## src/rtl/drive_link_ctrl.sv

```systemverilog
// Car drive/link controller: long-press power, manual-drive FSM, mode mux,
// valid/ready frame issue toward the UART core and a detector watchdog.
//
// state        | meaning
// NOT_STARTING | engine idle, waiting for clutch+throttle
// STARTING     | engine running with clutch engaged, gear may be changed
// MOVING       | driving in the gear latched while the clutch was held

module drive_link_ctrl #(
    parameter int POWER_HOLD_CYC = 100_000_000,
    parameter int TX_PERIOD      = 1_000_000,
    parameter int STALE_CYC      = 50_000_000,
    parameter int N_DET          = 4
) (
    input  logic             sys_clk,
    input  logic             rst,
    input  logic [1:0]       global_state,
    input  logic             power_on,
    input  logic             power_off,
    input  logic             clutch,
    input  logic             throttle,
    input  logic             brake,
    input  logic             rgs,
    input  logic             left,
    input  logic             right,
    input  logic [1:0]       auto_state,
    input  logic [3:0]       auto_moving,
    input  logic             place,
    input  logic             destroy,
    input  logic             tx_ready,
    input  logic             rx_valid,
    input  logic [7:0]       rx_data,
    output logic             tx_valid,
    output logic [7:0]       tx_data,
    output logic [N_DET-1:0] detector,
    output logic             power_light,
    output logic [2:0]       state_light,
    output logic [3:0]       moving_light,
    output logic             turn_left_light,
    output logic             turn_right_light
);

    localparam int HW = (POWER_HOLD_CYC > 1) ? $clog2(POWER_HOLD_CYC) : 1;
    localparam int PW = (TX_PERIOD > 1) ? $clog2(TX_PERIOD) : 1;
    localparam int SW = (STALE_CYC > 1) ? $clog2(STALE_CYC) : 1;
    localparam logic [HW-1:0] HOLD_LAST  = HW'(POWER_HOLD_CYC - 1);
    localparam logic [PW-1:0] PER_LAST   = PW'(TX_PERIOD - 1);
    localparam logic [SW-1:0] STALE_LAST = SW'(STALE_CYC - 1);

    typedef enum logic [1:0] {
        NOT_STARTING = 2'd0,
        STARTING     = 2'd1,
        MOVING       = 2'd2
    } man_state_t;

    logic [HW-1:0] hold_cnt;
    logic          power;
    man_state_t    man_state, man_next;
    logic          gear, gear_next;
    logic          fault;
    logic          man_active;
    logic [3:0]    man_moving;
    logic          man_turn_l, man_turn_r;
    logic [1:0]    disp_code;
    logic [3:0]    disp_moving;
    logic          disp_turn_l, disp_turn_r;
    logic [5:0]    tuple, tuple_prev;
    logic [PW-1:0] per_cnt;
    logic          per_hit, trigger, accept, issue, owed;
    logic [SW-1:0] wd_cnt;
    logic          unused_rx;

    assign man_active = (global_state == 2'b00) && power;

    // Long-press counter saturates so a held button keeps satisfying the hold condition.
    always_ff @(posedge sys_clk or negedge rst) begin
        if (!rst)                       hold_cnt <= '0;
        else if (!power_on)             hold_cnt <= '0;
        else if (hold_cnt != HOLD_LAST) hold_cnt <= hold_cnt + HW'(1);
    end

    always_ff @(posedge sys_clk or negedge rst) begin
        if (!rst)                                     power <= 1'b0;
        else if (power_off || fault)                  power <= 1'b0;
        else if (power_on && (hold_cnt == HOLD_LAST)) power <= 1'b1;
    end

    always_ff @(posedge sys_clk or negedge rst) begin
        if (!rst) begin
            man_state <= NOT_STARTING;
            gear      <= 1'b0;
        end else begin
            man_state <= man_next;
            gear      <= gear_next;
        end
    end

    always_comb begin
        man_next  = man_state;
        gear_next = gear;
        fault     = 1'b0;
        if (man_active) begin
            if (clutch) gear_next = rgs;
            if (brake) begin
                man_next = NOT_STARTING;
            end else begin
                case (man_state)
                    NOT_STARTING: begin
                        if (throttle && clutch) man_next = STARTING;
                        else if (throttle)      fault    = 1'b1;
                    end
                    STARTING: begin
                        if (throttle && !clutch) man_next = MOVING;
                    end
                    MOVING: begin
                        if (!clutch && (rgs != gear)) fault    = 1'b1;
                        else if (clutch || !throttle) man_next = STARTING;
                    end
                    default: man_next = NOT_STARTING;
                endcase
            end
        end
        if (!man_active || fault || power_off) man_next = NOT_STARTING;
    end

    always_comb begin
        man_moving = (man_next == MOVING) ? {right, left, gear_next, ~gear_next} : 4'b0000;
        man_turn_l = (man_next != NOT_STARTING) && left;
        man_turn_r = (man_next != NOT_STARTING) && right;
    end

    // Display source: manual tracks its FSM, semi/auto are sampled, hold freezes everything.
    always_ff @(posedge sys_clk or negedge rst) begin
        if (!rst) begin
            disp_code   <= 2'b00;
            disp_moving <= 4'b0000;
            disp_turn_l <= 1'b0;
            disp_turn_r <= 1'b0;
        end else begin
            case (global_state)
                2'b00: begin
                    disp_code   <= man_next;
                    disp_moving <= man_moving;
                    disp_turn_l <= man_turn_l;
                    disp_turn_r <= man_turn_r;
                end
                2'b01, 2'b10: begin
                    disp_code   <= auto_state;
                    disp_moving <= auto_moving;
                    disp_turn_l <= 1'b0;
                    disp_turn_r <= 1'b0;
                end
                default: ;
            endcase
        end
    end

    always_comb begin
        case (disp_code)
            2'd0:    state_light = 3'b001;
            2'd1:    state_light = 3'b010;
            2'd2:    state_light = 3'b100;
            default: state_light = 3'b111;
        endcase
        if (!power) state_light = 3'b000;
    end

    assign power_light      = power;
    assign moving_light     = power ? disp_moving : 4'b0000;
    assign turn_left_light  = power && disp_turn_l;
    assign turn_right_light = power && disp_turn_r;

    assign tuple   = {destroy, place, moving_light};
    assign per_hit = (per_cnt == '0);
    assign trigger = (tuple != tuple_prev) || per_hit;
    assign accept  = tx_valid && tx_ready;
    assign issue   = (trigger || owed) && (!tx_valid || accept);

    // A trigger that cannot issue leaves a debt; the debt frame samples the tuple when it goes out.
    always_ff @(posedge sys_clk or negedge rst) begin
        if (!rst) begin
            tuple_prev <= 6'd0;
            per_cnt    <= PER_LAST;
            owed       <= 1'b0;
            tx_valid   <= 1'b0;
            tx_data    <= 8'd0;
        end else begin
            tuple_prev <= tuple;
            if (issue || per_hit) per_cnt <= PER_LAST;
            else                  per_cnt <= per_cnt - PW'(1);
            if (issue) begin
                tx_valid <= 1'b1;
                tx_data  <= {2'b10, tuple};
                owed     <= 1'b0;
            end else begin
                if (accept)  tx_valid <= 1'b0;
                if (trigger) owed     <= 1'b1;
            end
        end
    end

    always_ff @(posedge sys_clk or negedge rst) begin
        if (!rst) begin
            detector <= '0;
            wd_cnt   <= STALE_LAST;
        end else if (rx_valid) begin
            detector <= rx_data[N_DET-1:0];
            wd_cnt   <= STALE_LAST;
        end else if (wd_cnt == '0) begin
            detector <= '1;
        end else begin
            wd_cnt <= wd_cnt - SW'(1);
        end
    end

    // Bits above the detector channels carry nothing for this block.
    assign unused_rx = ^rx_data;

endmodule

```

## config.mk

```make
export PLATFORM = sky130hd
export DESIGN_NAME = drive_link_ctrl
export DESIGN_NICKNAME = d
export VERILOG_FILES = /design/src/rtl/drive_link_ctrl.sv
export SDC_FILE = /design/constraint.sdc
export NUM_CORES = 1
export LEC_CHECK = 0
export ABC_AREA = 1
export CAP_MARGIN = 20
export CELL_PAD_IN_SITES_DETAIL_PLACEMENT = 0
export CELL_PAD_IN_SITES_GLOBAL_PLACEMENT = 2
export CORE_MARGIN = 2
export CORE_UTILIZATION = 33
export DETAILED_ROUTE_END_ITERATION = 10
export HOLD_SLACK_MARGIN = 0.15
export PLACE_DENSITY_LB_ADDON = 0.1
export REMOVE_ABC_BUFFERS = 1
export SLEW_MARGIN = 20
export SYNTH_ARGS = -nofsm -noshare
export SYNTH_HDL_FRONTEND = slang
export SYNTH_SLANG_ARGS = --single-unit
export TNS_END_PERCENT = 10
```

## constraint.sdc

```tcl
create_clock -name sys_clk -period 1.9 [get_ports sys_clk]
set_clock_uncertainty 0.05 [all_clocks]
set_input_delay 0.38 -clock sys_clk [delete_from_list [all_inputs] [get_ports sys_clk]]
set_output_delay 0.38 -clock sys_clk [all_outputs]
set_load 0.03 [all_outputs]
```

# Yosys cells after proc, flatten, opt, wreduce, memory -nomap -nowiden
# Index checks and enable logic that the tools add are counted.
[totals]
register_bits = 104
input_bits = 30
[classes]
bitwise = 1
n_addsub = 3
reduce_logical = 35
eq_ne = 13
mux = 37
[op_table]
columns = ["operator", "n"]
rows = [
  ["2-to-1 mux 27 bit", 2],
  ["2-to-1 mux 26 bit", 2],
  ["adder 27 x 1 -> 27 bit (second input constant)", 1],
  ["equality test 27 bit (second input constant)", 1],
  ["inequality test 27 bit (second input constant)", 1],
  ["zero test 26 bit", 1],
  ["subtractor 26 x 1 -> 26 bit (second input constant)", 1],
  ["zero test 20 bit", 1],
  ["2-to-1 mux 20 bit", 1],
  ["subtractor 20 x 1 -> 20 bit (second input constant)", 1],
  ["2-to-1 mux 4 bit", 4],
  ["2-to-1 mux 2 bit", 7],
  ["2-to-1 mux 1 bit", 13],
  ["nonzero test 2 bit", 6],
  ["logical AND 1 bit", 11],
  ["one-hot mux 3 bit (3 select lines)", 1],
  ["equality test 2 bit (second input constant)", 4],
  ["logical OR 1 bit", 8],
  ["one-hot mux 4 bit (2 select lines)", 1],
  ["equality test 2 x 1 -> 1 bit (second input constant)", 3],
  ["zero test 2 bit", 3],
  ["inequality test 6 bit", 1],
  ["one-hot mux 1 bit (2 select lines)", 3],
  ["one-hot mux 2 bit (3 select lines)", 1],
  ["8 further kinds", 11],
]

# Depth between registers and ports, before layout
[depth]
word_depth = 12
mapped_depth = 11

# Worst setup path before layout
# Ideal clock, no wire load.
[synth_path]
path_kind = "flip-flop to flip-flop"
start = "reg power (netlist: power_light)"
end = "reg tx_data[0]"
setup_slack_ns = 0.143
arrival_time_ns = 1.589
setup_time_ns = 0.118
required_ns = 1.732
path_stages_with_launch = 11
path_cell_list = "dfrtp_1 > buf_4 > nand2_1 > inv_1 > nand2_1 > nand3_1 > nor2_1 > nand3_2 > nand2_2 > nand2_1 > nand2_1"
[synth_via]
elab_chain_len = 5
[synth_rtl]
columns = ["element", "line", "rtl"]
rows = [
  ["from (decl)", "57", "logic power;"],
  ["from (signal assigned)", "83", "if (!rst) power <= 1'b0;"],
  ["from (signal assigned)", "84", "else if (power_off || fault) power <= 1'b0;"],
  ["from (signal assigned)", "85", "else if (power_on && (hold_cnt == HOLD_LAST)) power <= 1'b1;"],
  ["2-to-1 mux 4 bit (*)", "169", "assign moving_light = power ? disp_moving : 4'b0000;"],
  ["net moving_light[0]", "38", "output logic [3:0] moving_light,"],
  ["inequality test 6 bit", "175", "assign trigger = (tuple != tuple_prev) || per_hit;"],
  ["logical OR 1 bit", "175", ""],
  ["logical OR 1 bit", "177", "assign issue = (trigger || owed) && (!tx_valid || accept);"],
  ["logical AND 1 bit", "177", ""],
  ["to (signal assigned)", "193", "tx_data <= {2'b10, tuple};"],
  ["to (decl)", "34", "output logic [7:0] tx_data,"],
]
# Mark *: on every way through the listed nets, which the timed path passes. The rest lies on a longest branch.
# A chain may end at the register's enable or synchronous reset.

# Worst setup path in the final report
[layout_path]
start = "reg detector[3]"
end = "out detector[3]"
[layout_rtl]
columns = ["element", "line", "rtl"]
rows = [
  ["from (decl)", "35", "output logic [N_DET-1:0] detector,"],
  ["from (signal assigned)", "207", "detector <= rx_data[N_DET-1:0];"],
]
# No word-level cell between the ends.

==> run summary <==
Outcome = completed
Yosys cell types = 37
Synth top area cells = dfrtp_1, dfstp_2, nand2_1, nor2_1, inv_1
Die width = 140 um
Die Area = 19700 sq um
Vert. Die Dim = 140 um
Largest net degree at the start of global routing = 42
CP Class = reg2out
Syn Inst Count = 858
FMAX = 541 MHz
Final Util = 41.1%
Hpwl dp = 12.0 mm
Pwr dens = 675 nW/um^2
Initial antenna violation count = 0
Antenna-violating nets left = 0
Initial DRC count = 271
Placed Instances = 1149
Average cell area after synthesis = 7.14 sq um
Final Slew Violations = 0
Final Non-Filler Cells = 1167
DRC Markers = 0
# IOs = 53
Delay-heaviest family, CP = buffers and inverters
Number of global-route vias before repair = 5319
Commonest cells in the netlist = nand2_1, nor2_1, inv_1, nand3_1, dfrtp_1
IO buf count = 47
Main flop type after synthesis = dfrtp_1
Period utilization = 97.3%
HP Class = reg2reg
First-pass GRT wire length = 26.2 mm
CTS tree = done
Top-area cell type share of the netlist area = 30.2%
Slowest stage delay, CP = 0.71 ns
Asr flop ratio synth = 100%
Antenna cells = 0
Vias = 5478
Effective utilization at floorplan = 33.9%
Layout cells sized above 1 = 13.2%
WP data required = 1.47 ns
Avg WL per Cell = 13.4 um
CP cell instances = clkdlybuf4s50_1
# rows = 49
Slew HR = 59.9%
Worst Path Arrival = 1.42 ns
Flops & latches, synth = 104
H-tree depth = 3
CP bufs+invs = 1
Later-pin clock latency in the skew report = 0.36 ns
VDD IR max = 0.417 mV
CP max stage cell = clkdlybuf4s50_1
Minimum clock period = 1.85 ns
Vias per cell = 4.69
Clk buf depth = 2
Gr usage total = 16.7%
Synth area leader = dfrtp_1
Ys Warns = 0
Max_cap viols = 0
Finish-stage setup viols = 0
GRT overflow = 0
Count leader, synth = nand2_1
Setup crit end kind = output port
Worst Path Max Fanout = 2
Reg clk slew, reported paths = 0.08 ns
Sequential fraction of the synthesis area = 43.1%
Clock root cell = clkbuf_16
Number of flops mapped to enable cells by yosys = 0
CP startpoint kind = flip-flop
RSZ-0062 raised after global routing = no
Clock Sinks = 104
R2R Setup Slk = 0.12 ns
Final WL = 15.7 mm
Layout area overhead = 21.4%
Leakage Power = 3.69 nW
Cell Area, Synth = 6120 sq um
Slew @ Worst Pin = 0.597 ns
First-pass iteration count of the detailed router = 4
Final Net Count = 972
GP Congestion = 0.806
Final hold viol count = 0
Core Area = 18100 sq um
TritonCTS Buffers = 9
[layout by cell type (no fill, tap or decap), types with 16 or more instances in the layout]
master,instances
dfstp_2,30
nand3_1,74
o21ai_0,16
nor2_1,158
buf_4,26
dfrtp_1,73
a21oi_1,20
nand2_1,209
nand4_1,18
nor3_1,22
inv_1,125
xor2_1,24
clkdlybuf4s50_1,36
[cell families after synthesis]
group / Yosys count / synth area share (%)
xor+xnor: 25 / 3.58
buf+inv: 145 / 9.26
fa+ha+maj: 9 / 1.84
other cells: 1 / 0.0612
flops: 104 / 43.1
compound gates: 47 / 4.19
simple gates: 527 / 38.0
[registers in the layout, indices dropped and copies added, names as in the netlist]
name         count
disp_turn_l      1
tuple_prev       6
disp_turn_r      1
disp_moving      4
owed             1
tx_valid         1
disp_code        2
hold_cnt        27
power_light      1
man_state        2
wd_cnt          26
detector         4
tx_data          7
per_cnt         20
gear             1
[metrics by stage]
| step | area (sq um) | setup slack, ns | setup TNS [ns] | hold slack, ns | power (mW) |
|---|---|---|---|---|---|
| floorplan | 6060 | -0.0958 | -0.729 | 0.0344 | 2.71 |
| global placement | 7070 | -0.0783 | -0.193 | 0.301 | 3.01 |
| detailed placement | 7070 | -0.0854 | -0.224 | 0.307 | 3.03 |
| CTS | 7390 | 0.00919 | 0 | 0.410 | 5.10 |
| global route | 7430 | 0.00406 | 0 | 0.438 | 5.26 |
| finish | 7430 | 0.0522 | 0 | 0.407 | 5.01 |
[routing by layer]
layer | track usage (%) | part of all wire (%)
met1 | 21.6 | 47
met2 | 28.4 | 48
met3 | 3.35 | 3.4
met4 | 4.52 | 1.6
met5 | 0 | 0
[report_power, final]
group          switching [mW]  internal, mW  total, mW
Clock                   0.900          1.13       2.03
Combinational           0.351         0.237      0.588
Sequential             0.0595          2.33       2.39
[area by class of cell]
cell class                 count  area [sq um]
timing repair buffer          74           741
fill                        1926         10700
clock buffer                  12           267
tap                          229           287
sequential                   104          2640
multi-input combinational    609          2940
clock inverter                 4          51.3
inverter                     135           507
[final timing paths]
check | from | to | cells past startpoint
worst max-delay path | detector[3] | detector[3] | 1
worst min-delay path | per_cnt[0] | per_cnt[0] | 1
worst max register to register | wd_cnt[0] | wd_cnt[13] | 9
worst min register to register | per_cnt[0] | per_cnt[0] | 1
max in group asynchronous | rst | per_cnt[0] | 3
min in group asynchronous | rst | wd_cnt[10] | 2
[what timing repair did]
item | 4_1_cts | 5_1_grt
gates resized for setup | 5 | 4
gates cloned | 0 | 0
setup buffers | 0 | 1
endpoints found under the setup margin | 5 | 11
endpoints found under the hold margin | 21 | 0
hold buffers | 1 | 0
Power figures use the tool's default switching activity.
